### src/rtl/hazard_stall_controller_pkg.sv
// Shared definitions for the hazard stall controller: RV32I opcodes, FSM states, register ids.
package hazard_stall_controller_pkg;

   localparam logic [6:0] LOAD           = 7'b0000011;
   localparam logic [6:0] STORE          = 7'b0100011;
   localparam logic [6:0] BRANCH         = 7'b1100011;
   localparam logic [6:0] ARITHMETIC     = 7'b0110011;
   localparam logic [6:0] ARITHMETIC_IMM = 7'b0010011;
   localparam logic [6:0] JAL            = 7'b1101111;
   localparam logic [6:0] JALR           = 7'b1100111;
   localparam logic [6:0] LUI            = 7'b0110111;
   localparam logic [6:0] AUIPC          = 7'b0010111;
   localparam logic [6:0] ECALL          = 7'b1110011;

   localparam logic [4:0] REG_X17 = 5'd17;

   typedef enum logic [1:0] {
      RUN    = 2'd0,
      STALL  = 2'd1,
      DRAIN  = 2'd2,
      HALTED = 2'd3
   } state_t;

endpackage

### src/rtl/hazard_stall_controller_src_reg_usage.sv
// Decodes which source register fields of an RV32I instruction are actually read.
module src_reg_usage
   import hazard_stall_controller_pkg::*;
(
   input  logic [31:0] i_inst,
   output logic        o_uses_rs1,
   output logic        o_uses_rs2
);

   logic [6:0] w_opcode;
   logic       w_unused_fields;

   assign w_opcode        = i_inst[6:0];
   assign w_unused_fields = ^i_inst[31:7];

   // U-type and JAL carry immediate bits where rs1 would sit.
   assign o_uses_rs1 = !((w_opcode == LUI) || (w_opcode == AUIPC) || (w_opcode == JAL));
   assign o_uses_rs2 = (w_opcode == ARITHMETIC) || (w_opcode == STORE) || (w_opcode == BRANCH);

endmodule

### src/rtl/hazard_stall_controller.sv
// Load-use / ecall stall generator and halt sequencer for the 5-stage RV32I pipeline.
// Optional saturating stall counter enabled by defining HAZARD_STALL_COUNT_EN.
module hazard_stall_controller #(
   parameter int unsigned HALT_DRAIN = 3,
   parameter logic [31:0] HALT_CODE  = 32'd10
) (
   input  logic        clk,
   input  logic        reset,
   input  logic [31:0] if_id_inst,
   input  logic [31:0] id_ex_inst,
   input  logic        id_ex_mem_read,
   input  logic        id_ex_reg_write,
   input  logic [31:0] ex_mem_inst,
   input  logic        ex_mem_mem_read,
   input  logic        is_ecall,
   input  logic [31:0] x17_value,
   input  logic        ex_flush,
   output logic        pc_write,
   output logic        if_id_write,
   output logic        id_ex_bubble,
   output logic        is_halted,
   output logic [31:0] stall_cycles
);
   import hazard_stall_controller_pkg::*;

   localparam logic [2:0] DRAIN_LOAD = 3'(HALT_DRAIN - 1);

   logic       w_uses_rs1;
   logic       w_uses_rs2;
   logic [4:0] w_rs1;
   logic [4:0] w_rs2;
   logic [4:0] w_id_ex_rd;
   logic [4:0] w_ex_mem_rd;
   logic       w_lu_hazard;
   logic       w_ecall_hazard;
   logic       w_hazard;
   logic       w_halt_req;
   logic       w_unused_bits;
   state_t     r_state;
   state_t     w_next_state;
   logic [2:0] r_drain_cnt;

   src_reg_usage u_src_reg_usage (
      .i_inst     (if_id_inst),
      .o_uses_rs1 (w_uses_rs1),
      .o_uses_rs2 (w_uses_rs2)
   );

   assign w_rs1         = if_id_inst[19:15];
   assign w_rs2         = if_id_inst[24:20];
   assign w_id_ex_rd    = id_ex_inst[11:7];
   assign w_ex_mem_rd   = ex_mem_inst[11:7];
   assign w_unused_bits = ^{id_ex_inst[31:12], id_ex_inst[6:0], ex_mem_inst[31:12], ex_mem_inst[6:0]};

   assign w_lu_hazard = id_ex_mem_read && (w_id_ex_rd != 5'd0) &&
                        ((w_uses_rs1 && (w_rs1 == w_id_ex_rd)) ||
                         (w_uses_rs2 && (w_rs2 == w_id_ex_rd)));

   assign w_ecall_hazard = is_ecall &&
                           ((id_ex_reg_write && (w_id_ex_rd == REG_X17)) ||
                            (ex_mem_mem_read && (w_ex_mem_rd == REG_X17)));

   // A mispredict squashes the ID instruction, so its hazards and halt request are void.
   assign w_hazard   = (w_lu_hazard || w_ecall_hazard) && !ex_flush;
   assign w_halt_req = is_ecall && (x17_value == HALT_CODE) && !ex_flush;

   always_ff @(posedge clk or negedge reset) begin
      if (!reset) begin
         r_state <= RUN;
      end else begin
         r_state <= w_next_state;
      end
   end

   always_ff @(posedge clk or negedge reset) begin
      if (!reset) begin
         r_drain_cnt <= 3'd0;
      end else if ((w_next_state == DRAIN) && (r_state != DRAIN)) begin
         r_drain_cnt <= DRAIN_LOAD;
      end else if ((r_state == DRAIN) && (r_drain_cnt != 3'd0)) begin
         r_drain_cnt <= r_drain_cnt - 3'd1;
      end
   end

   always_comb begin
      w_next_state = r_state;
      pc_write     = 1'b1;
      if_id_write  = 1'b1;
      id_ex_bubble = 1'b0;
      case (r_state)
         RUN, STALL: begin
            pc_write     = !w_hazard;
            if_id_write  = !w_hazard;
            id_ex_bubble = w_hazard || ex_flush;
            if (w_hazard) begin
               w_next_state = STALL;
            end else if (w_halt_req) begin
               w_next_state = DRAIN;
            end else begin
               w_next_state = RUN;
            end
         end
         DRAIN: begin
            pc_write     = 1'b0;
            if_id_write  = 1'b0;
            id_ex_bubble = 1'b1;
            if (r_drain_cnt == 3'd0) begin
               w_next_state = HALTED;
            end
         end
         HALTED: begin
            pc_write     = 1'b0;
            if_id_write  = 1'b0;
            id_ex_bubble = 1'b1;
         end
      endcase
   end

   assign is_halted = (r_state == HALTED);

`ifdef HAZARD_STALL_COUNT_EN
   logic [31:0] r_stall_cycles;

   always_ff @(posedge clk or negedge reset) begin
      if (!reset) begin
         r_stall_cycles <= 32'd0;
      end else if (((r_state == RUN) || (r_state == STALL)) && w_hazard &&
                   (r_stall_cycles != 32'hFFFF_FFFF)) begin
         r_stall_cycles <= r_stall_cycles + 32'd1;
      end
   end

   assign stall_cycles = r_stall_cycles;
`else
   assign stall_cycles = 32'd0;
`endif

endmodule

### config.mk
export PLATFORM = sky130hd
export DESIGN_NAME = hazard_stall_controller
export DESIGN_NICKNAME = d
export VERILOG_FILES = /design/src/rtl/hazard_stall_controller_pkg.sv /design/src/rtl/hazard_stall_controller_src_reg_usage.sv /design/src/rtl/hazard_stall_controller.sv
export SDC_FILE = /design/constraint.sdc
export NUM_CORES = 1
export LEC_CHECK = 0
export BUFFER_PORTS_ARGS = -buffer_cell sky130_fd_sc_hd__buf_2
export CAP_MARGIN = 20
export CORE_MARGIN = 4
export CORE_UTILIZATION = 22
export DETAILED_ROUTE_END_ITERATION = 8
export PLACE_DENSITY = 0.78
export SLEW_MARGIN = 20
export SYNTH_ARGS = -nofsm -noshare
export SYNTH_HDL_FRONTEND = slang
export SYNTH_SLANG_ARGS = --single-unit
### constraint.sdc
create_clock -name clk -period 1.85 [get_ports clk]
set_clock_uncertainty 0.1 [all_clocks]
set_input_delay 0.2775 -clock clk [delete_from_list [all_inputs] [get_ports clk]]
set_output_delay 0.2775 -clock clk [all_outputs]
set_load 0.05 [all_outputs]
### Word-level counts from Yosys, hierarchy flattened

Index checks and enable logic that the tools add are counted.
W data, S select, Z words.

* flip-flop bits (word level): 5
* word-level logic and storage cells: 57
* bits in read-only memories: 0
* output and inout bits: 36
* bits in latches: 0
* memory bits (writable): 0
* memories: 0

* add/subtract/negate cells: 1
* shifts and indexed selects: 0
* bitwise operators: 0
* div/mod/pow operators: 0
* magnitude comparators: 0
* reductions and logical operators: 30
* equal/unequal tests: 16
* $mul: 0
* muxes and demuxes: 8

Operator list (count)
* $eq A32 B4 Y1 const B: 1
* $eq A7 B6 Y1 const B: 3
* $eq A7 B7 Y1 const B: 2
* $logic_and A1 B1 Y1: 12
* $eq A5 B5 Y1: 2
* $eq A5 B5 Y1 const B: 2
* $logic_or A1 B1 Y1: 8
* $eq A7 B5 Y1 const B: 1
* $eq A2 B2 Y1 const B: 3
* $mux W2: 3
* $mux W3: 2
* $reduce_bool A5 Y1: 1
* $pmux W1 S2: 2
* $pmux W2 S2: 1
* $reduce_or A2 Y1: 2
* $logic_not A1 Y1: 3
* $logic_not A3 Y1: 1
* $reduce_bool A3 Y1: 1
* $sub A3 B1 Y3 const B: 1
* $eq A2 B1 Y1 const B: 1
* $logic_not A2 Y1: 1
* $ne A2 B2 Y1 const B: 1
* $reduce_bool A2 Y1: 1

### Longest topological paths before layout

* depth after elaboration: 14
* depth in mapped cells: 6

### Cells and area by module

From an unflattened synthesis, not the netlist that was laid out.

* cells, all modules: 102
* area total of the unflattened synthesis: 862.1 um^2

By module, submodules not included
* hazard_stall_controller: seq. area each 125.1 um^2, area each 813.3 um^2, cells an instance 96, times used 1
* src_reg_usage: seq. area each 0.0 um^2, area each 48.8 um^2, cells an instance 6, times used 1

### Least setup slack after synthesis

OpenSTA, ideal clock, no wires.

* kind: input -> output
* start point: in id_ex_inst[8]
* end point: out pc_write
* slack: -0.832 ns
* path buffers: 1
* required time: 1.472 ns
* arrival: 2.305 ns
* stages on the path: 6
* cells stage by stage: or3_1 -> o31a_1 -> nand4_1 -> nand3_2 -> a21oi_1 -> buf_4

* word-level cells in the longest chain between the ends: 8

RTL lines
* start, declared: line hazard_stall_controller.sv:10 `input logic [31:0] id_ex_inst,`
* $eq A5 B5 Y1 (on tied branches): line hazard_stall_controller.sv:56, hazard_stall_controller.sv:57, hazard_stall_controller.sv:60
* $logic_and A1 B1 Y1 (on tied branches): line hazard_stall_controller.sv:56, hazard_stall_controller.sv:57, hazard_stall_controller.sv:60
* $logic_or A1 B1 Y1 (on tied branches): line hazard_stall_controller.sv:56, hazard_stall_controller.sv:60
* $logic_and A1 B1 Y1 (on tied branches): line hazard_stall_controller.sv:55, hazard_stall_controller.sv:59
* $logic_or A1 B1 Y1 *: line hazard_stall_controller.sv:64 `assign w_hazard = (w_lu_hazard || w_ecall_hazard) && !ex_flush;`
* $logic_and A1 B1 Y1 *: line hazard_stall_controller.sv:64
* $logic_not A1 Y1 *
* $pmux W1 S2 *
* end, declared: line hazard_stall_controller.sv:18 `output logic pc_write,`

Mark *: on every way between the ends. The rest lies on a longest branch, timed or not.

### Final worst setup path

* start point: in id_ex_inst[8]
* end point: out id_ex_bubble

* word-level cells in the longest chain between the ends: 8

RTL lines
* $eq A5 B5 Y1 (on tied branches): line hazard_stall_controller.sv:56, hazard_stall_controller.sv:57, hazard_stall_controller.sv:60
* $logic_and A1 B1 Y1 (on tied branches): line hazard_stall_controller.sv:56, hazard_stall_controller.sv:57, hazard_stall_controller.sv:60
* $logic_or A1 B1 Y1 (on tied branches): line hazard_stall_controller.sv:56, hazard_stall_controller.sv:60
* $logic_and A1 B1 Y1 (on tied branches): line hazard_stall_controller.sv:55, hazard_stall_controller.sv:59
* $logic_or A1 B1 Y1 *: line hazard_stall_controller.sv:64
* $logic_and A1 B1 Y1 *: line hazard_stall_controller.sv:64
* $logic_or A1 B1 Y1 *: line hazard_stall_controller.sv:94 `id_ex_bubble = w_hazard || ex_flush;`
* $pmux W1 S2 *: line hazard_stall_controller.sv:90 `case (r_state)`
* end, declared: line hazard_stall_controller.sv:20 `output logic id_ex_bubble,`

Marks and branches as above.

==> qor.txt <==
Reg area = 125 um^2
Power density over the cells = 573 mW/mm^2
Port-buffer cells = 69
Async set or reset register ratio after synthesis = 100%
Synthesized cell area = 812 um^2
Synth area leader = buf_4
Startpoint types = input pin
Routed Antenna Nets = 0
Worst skew pair latency = 0.22 ns
Synth cell types = 31
Placer Congestion = 0.786
Max clock buf depth = 2
Routed WL = 2.44 mm
Via count = 914
Max cap viols = 0
Fin crit period = 2.11 ns
Placed Cells = 223
DRC viols = 0
Yosys top cell area share = 30.5%
Grt ovf = 0
Area contributors post-synth = buf_4 (31%), dfrtp_1 (15%), xor2_1 (8.6%)
Final hold viol count = 0
Initial antenna violation count = 0
Failing checks = negative setup slack
Max Fclk = 473 MHz
Fin Setup TNS = -0.681 ns
Critical path required time = 1.47 ns
Fillcell total = 370
Wire length of the first global-routing pass = 3.36 mm
Die area = 0.00473 mm^2
Largest net degree at the start of global routing = 9
Worst-path clk slew = 0.03 ns
Count leader, synth = buf_4
Synth Warn # = 0
Crit path max fanout = 3
CTS buffer count = 3
Global Route Usage Sum = 9.41%
Number of vias per cell = 3.97
Register area share after synthesis = 15.4%
CTS tree = built
Prevailing post-synth register cell = dfrtp_1
Post-synth top cells = buf_4 (33), xor2_1 (8), nor4_1 (6)
Non-filler instance count after layout = 230
Number of synthesized flops with an enable pin = 0
RSZ-0062 raised after global routing = true
CTS sink count = 5
Die Width = 68.8 um
Total I/O pin count = 171
VDD IR max = 184 uV
First drt pass iteration count = 4
Hold Path Class = input pin to flip-flop
Core ar. = 0.00344 mm^2
Post-route setup slack = -0.264 ns
Share of layout cells above drive strength 1 = 46.7%
Post-Synthesis Cells = 103
Post-route total power = 0.000725 W
Vias in the first global route = 848
Final setup vio count = 3
Root buffer cell = clkbuf_8
Hpwl dp = 2.21 mm
Slew Viols, Final = 0
H-tree level count = 1
P&R area growth vs syn = 55.9%
Critical path class = input pin to output port
Mean Syn Cell Area = 7.88 um^2
Leakage = 0.667 nW
Arrival time worst endpoint = 1.74 ns
DRT iter0 DRCs = 13
#FFs+latches synth = 5
Nets = 322
Period utilisation layout = 114%
Initial Util = 23.6%
Status = finished, violations left
Routed WL per cell = 10.6 um
Footprint of the multi-input gates = 562 um^2
Die Ht = 68.8 um
Placement row count = 21
Antenna diode count = 0
Crit end category = output port
## registers in the layout, indices dropped and copies added (netlist names)
register     count
r_drain_cnt      3
r_state          2
## path summary, 6_finish.rpt
check | from | endpoint | slack, ns | depth (start not counted)
max | id_ex_inst[8] | id_ex_bubble | -0.26 | 7
min | ex_flush | r_state[0]$_DFF_PN0_ | 0.29 | 3
max reg2reg | r_state[1]$_DFF_PN0_ | r_drain_cnt[2]$_DFFE_PN0P_ | 0.31 | 6
min reg2reg | r_drain_cnt[1]$_DFFE_PN0P_ | r_drain_cnt[1]$_DFFE_PN0P_ | 0.45 | 2
max in group asynchronous | reset | r_state[1]$_DFF_PN0_ | 1.20 | 2
min in group asynchronous | reset | r_state[0]$_DFF_PN0_ | 0.31 | 2
## power breakdown
group	leakage (nW)	total [W]	switching [W]	internal, W
logic	0.590	0.000375	0.000243	0.000132
clock network	0.0228	0.000196	0.0000483	0.000147
registers	0.0547	0.000154	0.0000127	0.000142
total	0.667	0.000725	0.000304	0.000421
## routing by layer
metal  share of wire [%]  vias up  track usage (%)  routed length, um
li1                    -      458                -                  -
met1                  33      393             10.3                798
met2                  54       61             17.0               1320
met3                  12        2             1.62                293
met4                 1.1        0             5.11                 27
met5                   0        -                0                  0
## kinds of logic after synthesis
family          count (synthesis)  share of synthesized area, %
buf+inv                        38                          32.8
simple gates                   33                          25.0
other cells                     1                         0.462
flops                           5                          15.4
compound gates                 12                          10.3
xor+xnor                       12                          12.9
fa+ha+maj                       2                          3.08
## metrics by stage
| stage | setup slack [ns] | cell area (um^2) | hold WS, ns | utilization (%) |
|---|---|---|---|---|
| floorplan | -0.262 | 943 | -0.118 | - |
| global route | -0.348 | 1270 | 0.300 | 36.8 |
| finish | -0.264 | 1270 | 0.288 | 36.8 |
| CTS | -0.268 | 1250 | 0.279 | 36.4 |
| detailed placement | -0.317 | 1150 | -0.00282 | 33.3 |
| global placement | -0.288 | 1150 | -0.00255 | 33.3 |
## cell type report
type / count / share of cell area (%)
multi-input cells: 91 / 44.4
repair buffers: 79 / 36.2
flip-flops and latches: 5 / 9.88
well taps: 46 / 4.55
clock buffers: 4 / 3.56
inverters: 5 / 1.48
## repair_timing
item,CTS,global route
hold buffers,1,0
endpoints found under the setup margin,3,3
hold endpoints to repair,5,0
buffers inserted,1,1
resized for setup,11,1
gates cloned,0,0
pin swaps,3,1
## cells in the final DEF (no fill, tap or decap), drive strengths merged, types with 3 or more instances in the layout
cell     n
nand4    3
inv      5
buf     78
nor4b    3
nand3    3
clkbuf   4
nand2    5
xor2     8
nor4     6
conb    32
nor2     3
xnor2    4
o31a     3
dfrtp    5
## critical path: stages
cell and delay (ns):
buf_6 0.09, or3_4 0.37, o31a_1 0.26, nand4_1 0.09
nand3_2 0.13, or3_4 0.35, buf_6 0.16
(Power assumes the default switching activity.)
